<file path="src/rtl/elevator_pkg.sv">
// elevator_pkg: shared floor-count defaults and the scan-direction encoding
package elevator_pkg;
  localparam int NUM_FLOORS_DFLT = 6;
  localparam int FLOOR_W_DFLT    = 3;
  typedef enum logic [1:0] {
    DIR_IDLE = 2'b00,
    DIR_UP   = 2'b01,
    DIR_DOWN = 2'b10
  } dir_e;
endpackage

</file>
<file path="src/rtl/floor_priority_enc.sv">
// floor_priority_enc: nearest requested floor strictly above and strictly below the current floor
module floor_priority_enc
  import elevator_pkg::*;
#(
  parameter int NUM_FLOORS = NUM_FLOORS_DFLT,
  parameter int FLOOR_W    = FLOOR_W_DFLT
) (
  input  logic [NUM_FLOORS-1:0] req,
  input  logic [FLOOR_W-1:0]    cur_floor,
  output logic [FLOOR_W-1:0]    above,
  output logic [FLOOR_W-1:0]    below,
  output logic                  found_above,
  output logic                  found_below
);
  always_comb begin
    above = '0;
    below = '0;
    found_above = 1'b0;
    found_below = 1'b0;
    for (int i = NUM_FLOORS - 1; i >= 0; i--)
      if (req[i] && FLOOR_W'(i) > cur_floor) begin
        above = FLOOR_W'(i);
        found_above = 1'b1;
      end
    for (int i = 0; i < NUM_FLOORS; i++)
      if (req[i] && FLOOR_W'(i) < cur_floor) begin
        below = FLOOR_W'(i);
        found_below = 1'b1;
      end
  end
endmodule

</file>
<file path="src/rtl/floor_request_scheduler.sv">
// floor_request_scheduler: latches car/hall calls and runs an up/down scan to pick the next stop
module floor_request_scheduler
  import elevator_pkg::*;
#(
  parameter int NUM_FLOORS = NUM_FLOORS_DFLT,
  parameter int FLOOR_W    = FLOOR_W_DFLT
) (
  input  logic                  clk,
  input  logic                  reset,
  input  logic                  service,
  input  logic [NUM_FLOORS-1:0] btn_num_in,
  input  logic [NUM_FLOORS-1:0] btn_up_out,
  input  logic [NUM_FLOORS-1:0] btn_down_out,
  input  logic [FLOOR_W-1:0]    current_floor,
  input  logic                  serve,
  output logic [FLOOR_W-1:0]    target_floor,
  output logic                  target_valid,
  output logic [1:0]            dir,
  output logic [NUM_FLOORS-1:0] pending
);
  localparam logic [NUM_FLOORS-1:0] UP_MASK   = {1'b0, {(NUM_FLOORS-1){1'b1}}};
  localparam logic [NUM_FLOORS-1:0] DOWN_MASK = {{(NUM_FLOORS-1){1'b1}}, 1'b0};

  logic [NUM_FLOORS-1:0] car_q, car_d, up_q, up_d, down_q, down_d;
  logic [NUM_FLOORS-1:0] cf_oh, clr_car, clr_up, clr_down, here_mask;
  logic [FLOOR_W-1:0]    above, below, target_floor_q, target_floor_d;
  logic                  found_above, found_below, cf_ok, ahead, here, go_down;
  logic                  target_valid_q, target_valid_d;
  dir_e                  state_q, state_d;

  floor_priority_enc #(.NUM_FLOORS(NUM_FLOORS), .FLOOR_W(FLOOR_W)) u_enc (
    .req(pending), .cur_floor(current_floor), .above(above), .below(below),
    .found_above(found_above), .found_below(found_below)
  );

  assign pending      = car_q | up_q | down_q;
  assign cf_ok        = {1'b0, current_floor} < (FLOOR_W+1)'(NUM_FLOORS);
  assign cf_oh        = cf_ok ? NUM_FLOORS'(1) << current_floor : '0;
  assign ahead        = (state_q == DIR_UP && found_above) || (state_q == DIR_DOWN && found_below);
  assign clr_car      = serve ? cf_oh : '0;
  assign clr_up       = (serve && (state_q != DIR_DOWN || !ahead)) ? cf_oh : '0;
  assign clr_down     = (serve && (state_q != DIR_UP || !ahead)) ? cf_oh : '0;
  assign car_d        = service ? '0 : (car_q & ~clr_car) | btn_num_in;
  assign up_d         = service ? '0 : (up_q & ~clr_up) | (btn_up_out & UP_MASK);
  assign down_d       = service ? '0 : (down_q & ~clr_down) | (btn_down_out & DOWN_MASK);
  assign here_mask    = state_q == DIR_UP ? car_q | up_q : state_q == DIR_DOWN ? car_q | down_q : pending;
  assign here         = |(cf_oh & here_mask);
  // below wins over above only while already heading down or when nothing is above
  assign go_down      = found_below && (state_q == DIR_DOWN || !found_above);
  assign target_floor = target_floor_q;
  assign target_valid = target_valid_q;
  assign dir          = state_q;

  always_comb begin
    state_d = state_q;
    target_floor_d = target_floor_q;
    target_valid_d = 1'b0;
    if (service) begin
      state_d = DIR_IDLE;
      target_floor_d = '0;
    end else if (cf_ok) begin
      if (here) begin
        target_floor_d = current_floor;
        target_valid_d = 1'b1;
      end else if (found_above && !go_down) begin
        state_d = DIR_UP;
        target_floor_d = above;
        target_valid_d = 1'b1;
      end else if (go_down) begin
        state_d = DIR_DOWN;
        target_floor_d = below;
        target_valid_d = 1'b1;
      end else state_d = DIR_IDLE;
    end
  end

  always_ff @(posedge clk or negedge reset)
    if (!reset) begin
      car_q <= '0;
      up_q <= '0;
      down_q <= '0;
      state_q <= DIR_IDLE;
      target_floor_q <= '0;
      target_valid_q <= 1'b0;
    end else begin
      car_q <= car_d;
      up_q <= up_d;
      down_q <= down_d;
      state_q <= state_d;
      target_floor_q <= target_floor_d;
      target_valid_q <= target_valid_d;
    end
endmodule

</file>
<file path="config.mk">
export PLATFORM = sky130hd
export DESIGN_NAME = floor_request_scheduler
export DESIGN_NICKNAME = d
export VERILOG_FILES = /design/src/rtl/elevator_pkg.sv /design/src/rtl/floor_priority_enc.sv /design/src/rtl/floor_request_scheduler.sv
export SDC_FILE = /design/constraint.sdc
export NUM_CORES = 1
export LEC_CHECK = 0
export BUFFER_PORTS_ARGS = -buffer_cell sky130_fd_sc_hd__buf_2
export CORE_UTILIZATION = 53
export CTS_CLUSTER_SIZE = 8
export DETAILED_ROUTE_END_ITERATION = 10
export GPL_ROUTABILITY_DRIVEN = 0
export HOLD_SLACK_MARGIN = 0.1
export PLACE_DENSITY = 0.9
export SETUP_SLACK_MARGIN = 0.2
export SLEW_MARGIN = 20
export SYNTH_ARGS = -nofsm -noshare
export SYNTH_HDL_FRONTEND = slang
export SYNTH_SLANG_ARGS = --single-unit
</file>
<file path="constraint.sdc">
create_clock -name clk -period 2.27 [get_ports clk]
set_input_delay 0 -clock clk [delete_from_list [all_inputs] [get_ports clk]]
set_output_delay 0 -clock clk [all_outputs]
set_load 0.03 [all_outputs]
</file>
==> results.tsv, run 1 <==
stage	metric	value	unit
clock_tree	Max clock buf depth	2	
sta	time the final worst path needs with I/O delays and setup	2.14	ns
worst_setup_path	endpoint kind of the worst setup timing path	flip-flop	
drt	via density per instance	6.18	
finish	commonest non-fill, non-tap cells in the layout	buf_2 (34), nor2_1 (29), buf_4 (23)	
clock_tree	clock-pin slew reported for the worst setup and hold paths after clock tree synthesis	0.13	ns
outcome	violated checks	DRC	
die	initial standard-cell utilization of the core	0.565	
grt	first-pass GRT wire length	7.38	mm
sta	worst clock skew on the final layout	0.00116	ns
min_path	hold crit path type	input port to flip-flop	
logic_synthesis	share of flip-flops with an asynchronous set or reset after synthesis	1.00	
grt	gr ovfl total	0	
die	placeable core area	2810	um2
clock_tree	CTS tree	yes	
logic_synthesis	post-synth cell types	48	
sta	final count of hold timing violations	0	
place	Placed Cells incl. Taps	241	
outcome	outcome	finished with violations	
drt	number of remaining DRC errors	6	
finish	area of the multi-input gates	1070	um2
finish	commonest non-fill, non-tap cell in the layout	buf_2	
logic_synthesis	register area share after synthesis	0.379	
logic_synthesis	post-synthesis compound-gate area fraction	0.283	
sta	Max Clk Rate	468	MHz
sta	unrepaired setup endpoints after global routing	true	
worst_setup_path	Critical Path, Cell by Cell	nor3_4 -> a2bb2o_4 -> o311a_4 -> nor2b_4 -> nand2_1 -> a21oi_2 -> nor2_1	
die	Rows	19	
logic_synthesis	area fraction of the dominant cell type after synthesis	0.379	
finish	Syn-to-layout area delta	47.4	%
die	floorplan die height	56.7	um
logic_synthesis	total of flip-flops plus latches after synthesis	24	
clock_tree	Clock H-tree levels	1	
job	reported max-cap violation count	0	
clock_tree	insertion delay to the later sink of the worst-skew pair	0.33	ns
pwr	largest vdd supply drop	591	uV
grt	number of global-route vias before repair	1601	
finish	count of inserted antenna diode cells	0	
die	full die area	3210	um2
pwr	Power per Cell Area	561	nW/um2
sta	post-route setup TNS	0	ns
logic_synthesis	dominant register cell in the synthesized netlist	dfrtp_1	
logic_synthesis	synth top area cells	dfrtp_1 (38%), a21oi_1 (7.3%), nor2_1 (6.9%), nand3_1 (2.8%), nand2_1 (2.8%)	
die	Ports	37	
logic_synthesis	cell type with the largest total area after synthesis	dfrtp_1	
worst_setup_path	Slowest cell on crit path	dfrtp_2	
drt	number of antenna-violating nets in the routed design	0	
sta	Slew @ Worst Pin	0.540	ns
clock_tree	number of sinks on the clock net	24	
grt	antenna violations before repair	0	
drt	via count	1754	
worst_setup_path	crit path max fanout	5	
place	PortBufs	34	
finish	count of nets after finishing	279	
worst_setup_path	Worst Setup Start Kind	flip-flop	
grt	global-route total usage across every layer	0.299	
drt	number of violations reported at the end of detailed-routing iteration 0	120	
logic_synthesis	yosys warns	0	
clock_tree	master cell of the clock root buffer	clkbuf_4	
logic_synthesis	average cell area after synthesis	8.81	um2
clock_tree	number of buffers created by CTS	3	
finish	Cell Count, Final, Fillers Out	284	
grt	largest net degree at the start of global routing	27	
worst_setup_path	data arrival time of the critical path	2.34	ns
logic_synthesis	post-synthesis instance area	1590	um2
pwr	Overall Power	1.31	mW
sta	headroom to the max-slew limit	0.640	
logic_synthesis	xor and xnor fraction of the mapped netlist area	0	
logic_synthesis	simple-gate share of the synthesized area	0.275	
logic_synthesis	Post-Synth Adder-Cell Area	0	
drt	final wirelength	4.96	mm
logic_synthesis	number of flops mapped to enable cells by yosys	0	
finish	share of cells above drive strength 1	0.419	
drt	average wire per cell in the routed design	17.5	um
logic_synthesis	post-synthesis mux area share	0.0189	
die	width of the chip	56.7	um
logic_synthesis	post-synth net total	205	
place	standard cell area after detailed placement	1790	um2
worst_setup_path	Critical Path RT	2.47	ns
sta	crit share post-route	0.941	
finish	cell area after layout	2340	um2
logic_synthesis	main combinational cell family by area after synthesis	compound AO/OA/AOI/OAI gates	
worst_setup_path	Worst Setup Path Type	flip-flop to flip-flop	
pwr	leakage power	1.02	nW
sta	count of endpoints failing setup in the final report	0	
finish	final core utilization	0.833	
worst_setup_path	peak per-stage delay on the critical path	0.48	ns
place	detailed placement HPWL	2.77	mm
drt	drt first pass iters	8	
finish	Sequential cell area	606	um2
logic_synthesis	Mapped Cells	180	
finish	fillcell total	169	
sta	Final Slew Violations	0	
## metal layers
layer,global-route usage,vias to the layer above,wire [um]
li1,-,802,-
met1,0.353,835,1920
met2,0.566,97,2540
met3,0.0507,20,351
met4,0.0500,0,138
met5,0,-,0
## worst paths after layout
path | start | to | slack, ns | cells after the start
setup / recovery | car_q[1] | up_q[2] | 0.13 | 7
hold / removal | serve | car_q[1] | 0.11 | 4
setup reg to reg | car_q[1] | up_q[2] | 0.13 | 7
hold reg to reg | target_floor[1] | target_floor[1] | 0.59 | 2
max in group asynchronous | reset | car_q[0] | 1.72 | 2
min in group asynchronous | reset | target_floor[1] | 0.17 | 2
## flip-flops by register name, summed over array words and instances (netlist names)
signal	flops
car_q	6
dir	2
up_q	6
target_floor	3
down_q	6
target_valid	1
## cells by family after synthesis
| logic type | count (synthesis) |
|---|---|
| compound gates | 59 |
| simple gates | 79 |
| buf+inv | 15 |
| flops | 24 |
| mux | 3 |
## synth_stat cells, types with 2 or more instances
cell,number
buf_2,4
o22ai_1,2
dfrtp_1,24
o21ai_0,4
nor3b_2,2
inv_1,7
a211oi_1,4
o31ai_1,5
nor2_1,29
nand2b_1,2
a21oi_1,23
clkbuf_1,3
nor2b_1,2
nor3_2,4
a2bb2oi_1,2
a211oi_2,2
nand2_1,12
mux2i_1,3
or3_1,2
nor3_1,5
nand3_1,9
a31o_1,2
nor3b_1,2
o32ai_1,2
## worst max-delay path: cells and delay by family (launching register included)
| family | cells | cell delay (ns) |
|---|---|---|
| flops | 1 | 0.48 |
| compound gates | 3 | 0.85 |
| simple gates | 4 | 0.67 |
## repair_timing
item / in CTS / in global routing
setup endpoints to repair: 12 / 12
pin swaps: 7 / 9
buffers inserted: 10 / 9
resized for setup: 10 / 22
endpoints found under the hold margin: 40 / 0
hold buffers: 20 / 0
## power by group
group	leakage, nW	internal, mW	total (mW)	switching, mW
clock	0.0279	0.179	0.318	0.139
combinational	0.686	0.217	0.489	0.271
sequential	0.301	0.461	0.504	0.0426
## area by class of cell
type | count | area share
timing repair buffer | 77 | 0.232
sequential | 24 | 0.259
clock inverter | 1 | 0.0129
inverter | 7 | 0.0112
multi-input combinational | 141 | 0.458
tap | 31 | 0.0166
clock buffer | 3 | 0.00964
## metrics by stage
| step | worst slack [ns] | hold slack (ns) |
|---|---|---|
| finish | 0.134 | 0.107 |
| detailed placement | 0.0459 | 0.00898 |
| global placement | 0.125 | 0.00371 |
| global route | 0.0915 | 0.122 |
| floorplan | 0.182 | -0.296 |
| CTS | 0.181 | 0.108 |
Note: power is estimated with default switching activity, not from simulation.
==> run 2, diff against run 1 <==
- CORE_UTILIZATION: 53 -> 45
- PLACE_DENSITY: 0.9 -> 0.8
==> results.tsv, run 2 (synthesized netlist as in run 1, its figures left out) <==
stage	metric	value	unit
outcome	outcome	completed	
sta	time the final worst path needs with I/O delays and setup	2.11	ns
die	placeable core area	3360	um2
clock_tree	number of buffers created by CTS	3	
die	width of the chip	61.4	um
drt	final wirelength	4.53	mm
clock_tree	clock-pin slew reported for the worst setup and hold paths after clock tree synthesis	0.13	ns
sta	Slew @ Worst Pin	0.545	ns
sta	minimum hold slack	0.113	ns
finish	count of nets after finishing	277	
die	Ports	37	
min_path	hold crit path type	input port to flip-flop	
worst_setup_path	startpoint of the worst setup timing path	down_q[5]	
drt	number of violations reported at the end of detailed-routing iteration 0	60	
clock_tree	Max clock buf depth	2	
min_path	startpoint of the worst hold path	service	
pwr	largest vdd supply drop	358	uV
sta	Final Slew Violations	0	
finish	share of cells above drive strength 1	0.406	
grt	number of global-route vias before repair	1470	
worst_setup_path	crit path max fanout	5	
sta	setup ws final	0.159	ns
finish	fillcell total	303	
worst_setup_path	Worst Setup Path Type	flip-flop to flip-flop	
grt	largest net degree at the start of global routing	27	
sta	post-route setup TNS	0	ns
drt	number of antenna-violating nets in the routed design	0	
sta	Max Clk Rate	474	MHz
die	floorplan die height	61.4	um
job	reported max-cap violation count	0	
worst_setup_path	Critical Path RT	2.49	ns
worst_setup_path	Worst Setup Start Kind	flip-flop	
finish	count of inserted antenna diode cells	0	
finish	cell area after layout	2280	um2
place	minimum setup slack after placement	0.190	ns
finish	commonest non-fill, non-tap cell in the layout	buf_2	
grt	global-route total usage across every layer	0.251	
sta	crit share post-route	0.930	
drt	average wire per cell in the routed design	15.2	um
clock_tree	master cell of the clock root buffer	clkbuf_4	
worst_setup_path	endpoint kind of the worst setup timing path	flip-flop	
worst_setup_path	data arrival time of the critical path	2.33	ns
grt	antenna violations before repair	0	
finish	final core utilization	0.677	
place	PortBufs	34	
finish	commonest non-fill, non-tap cells in the layout	buf_2 (34), nor2_1 (28), dlygate4sd3_1 (21)	
sta	final count of hold timing violations	0	
clock_tree	Clock H-tree levels	1	
drt	via density per instance	5.59	
die	full die area	3760	um2
die	Rows	21	
drt	via count	1660	
sta	worst clock skew on the final layout	0.00210	ns
sta	headroom to the max-slew limit	0.636	
finish	biggest registers after layout	car_q: 6 flops, down_q: 6 flops, up_q: 6 flops	
pwr	leakage power	0.987	nW
worst_setup_path	R2R Path Start	down_q[5]	
clock_tree	insertion delay to the later sink of the worst-skew pair	0.33	ns
grt	first-pass GRT wire length	6.87	mm
clock_tree	number of sinks on the clock net	24	
clock_tree	CTS tree	yes	
die	initial standard-cell utilization of the core	0.471	
place	standard cell area after detailed placement	1840	um2
grt	gr ovfl total	0	
sta	unrepaired setup endpoints after global routing	true	
drt	drt first pass iters	4	
finish	Syn-to-layout area delta	43.6	%
sta	count of endpoints failing setup in the final report	0	
pwr	Power per Cell Area	530	nW/um2
drt	number of remaining DRC errors	0	
place	detailed placement HPWL	2.83	mm
==> run 2: cell count changes in the layout (fill, tap and decap cells not counted), sizes merged <==
| cell | previous run | this run |
|---|---|---|
| buf | 57 | 54 |
| bufinv | 1 | 0 |
| clkbuf | 3 | 4 |
| dlygate4sd3 | 20 | 21 |
==> run 2: report_power, final <==
| part | internal (mW) | switching, mW | total [mW] |
|---|---|---|---|
| combinational | 0.214 | 0.250 | 0.464 |
| clock | 0.0985 | 0.140 | 0.239 |
| sequential | 0.462 | 0.0424 | 0.504 |
| total | 0.774 | 0.433 | 1.21 |
==> run 2: critical path: stages, from the launching register on <==
cell and delay, ns:
dfrtp_2 0.47, o311a_1 0.37, a31o_1 0.24, o311a_4 0.42, nor2b_4 0.21, nand3_1 0.10
a21oi_1 0.14, nor2_1 0.05
==> run 2: path summary, 6_finish.rpt <==
path                                    to  slack [ns]  cells after the start
setup / recovery                   up_q[1]        0.16                      7
hold / removal                    car_q[3]        0.11                      2
setup reg to reg                   up_q[1]        0.16                      7
hold reg to reg            target_floor[1]        0.56                      2
max in group asynchronous        down_q[5]        1.72                      2
min in group asynchronous  target_floor[2]        0.16                      2
==> run 2: per-layer routing <==
metal	vias to the layer above	share of wire	track usage
li1	798	-	-
met1	795	0.42	0.326
met2	58	0.50	0.421
met3	9	0.058	0.0315
met4	0	0.022	0.111
met5	-	0	0
==> run 2: final cells by class <==
| cell class | instances | area [um2] | share of cell area |
|---|---|---|---|
| multi-input cells | 141 | 1020 | 0.448 |
| flip-flops and latches | 24 | 607 | 0.267 |
| repair buffers | 75 | 531 | 0.233 |
| well taps | 46 | 57.6 | 0.0253 |
| inverters | 7 | 26.3 | 0.0115 |
| clock buffers | 4 | 36.3 | 0.0159 |
==> run 2: repair_timing <==
item	CTS	global route
gates cloned	0	0
setup buffers	2	10
hold buffers	21	0
pin swaps	2	11
resized for setup	7	19
setup endpoints to repair	5	14
hold endpoints to repair	40	0
==> run 2: through the flow <==
step	cells	power (mW)
after floorplan	180	0.754
after global placement	260	0.867
after detailed placement	260	0.876
after CTS	287	1.15
after global routing	297	1.26
final	297	1.21
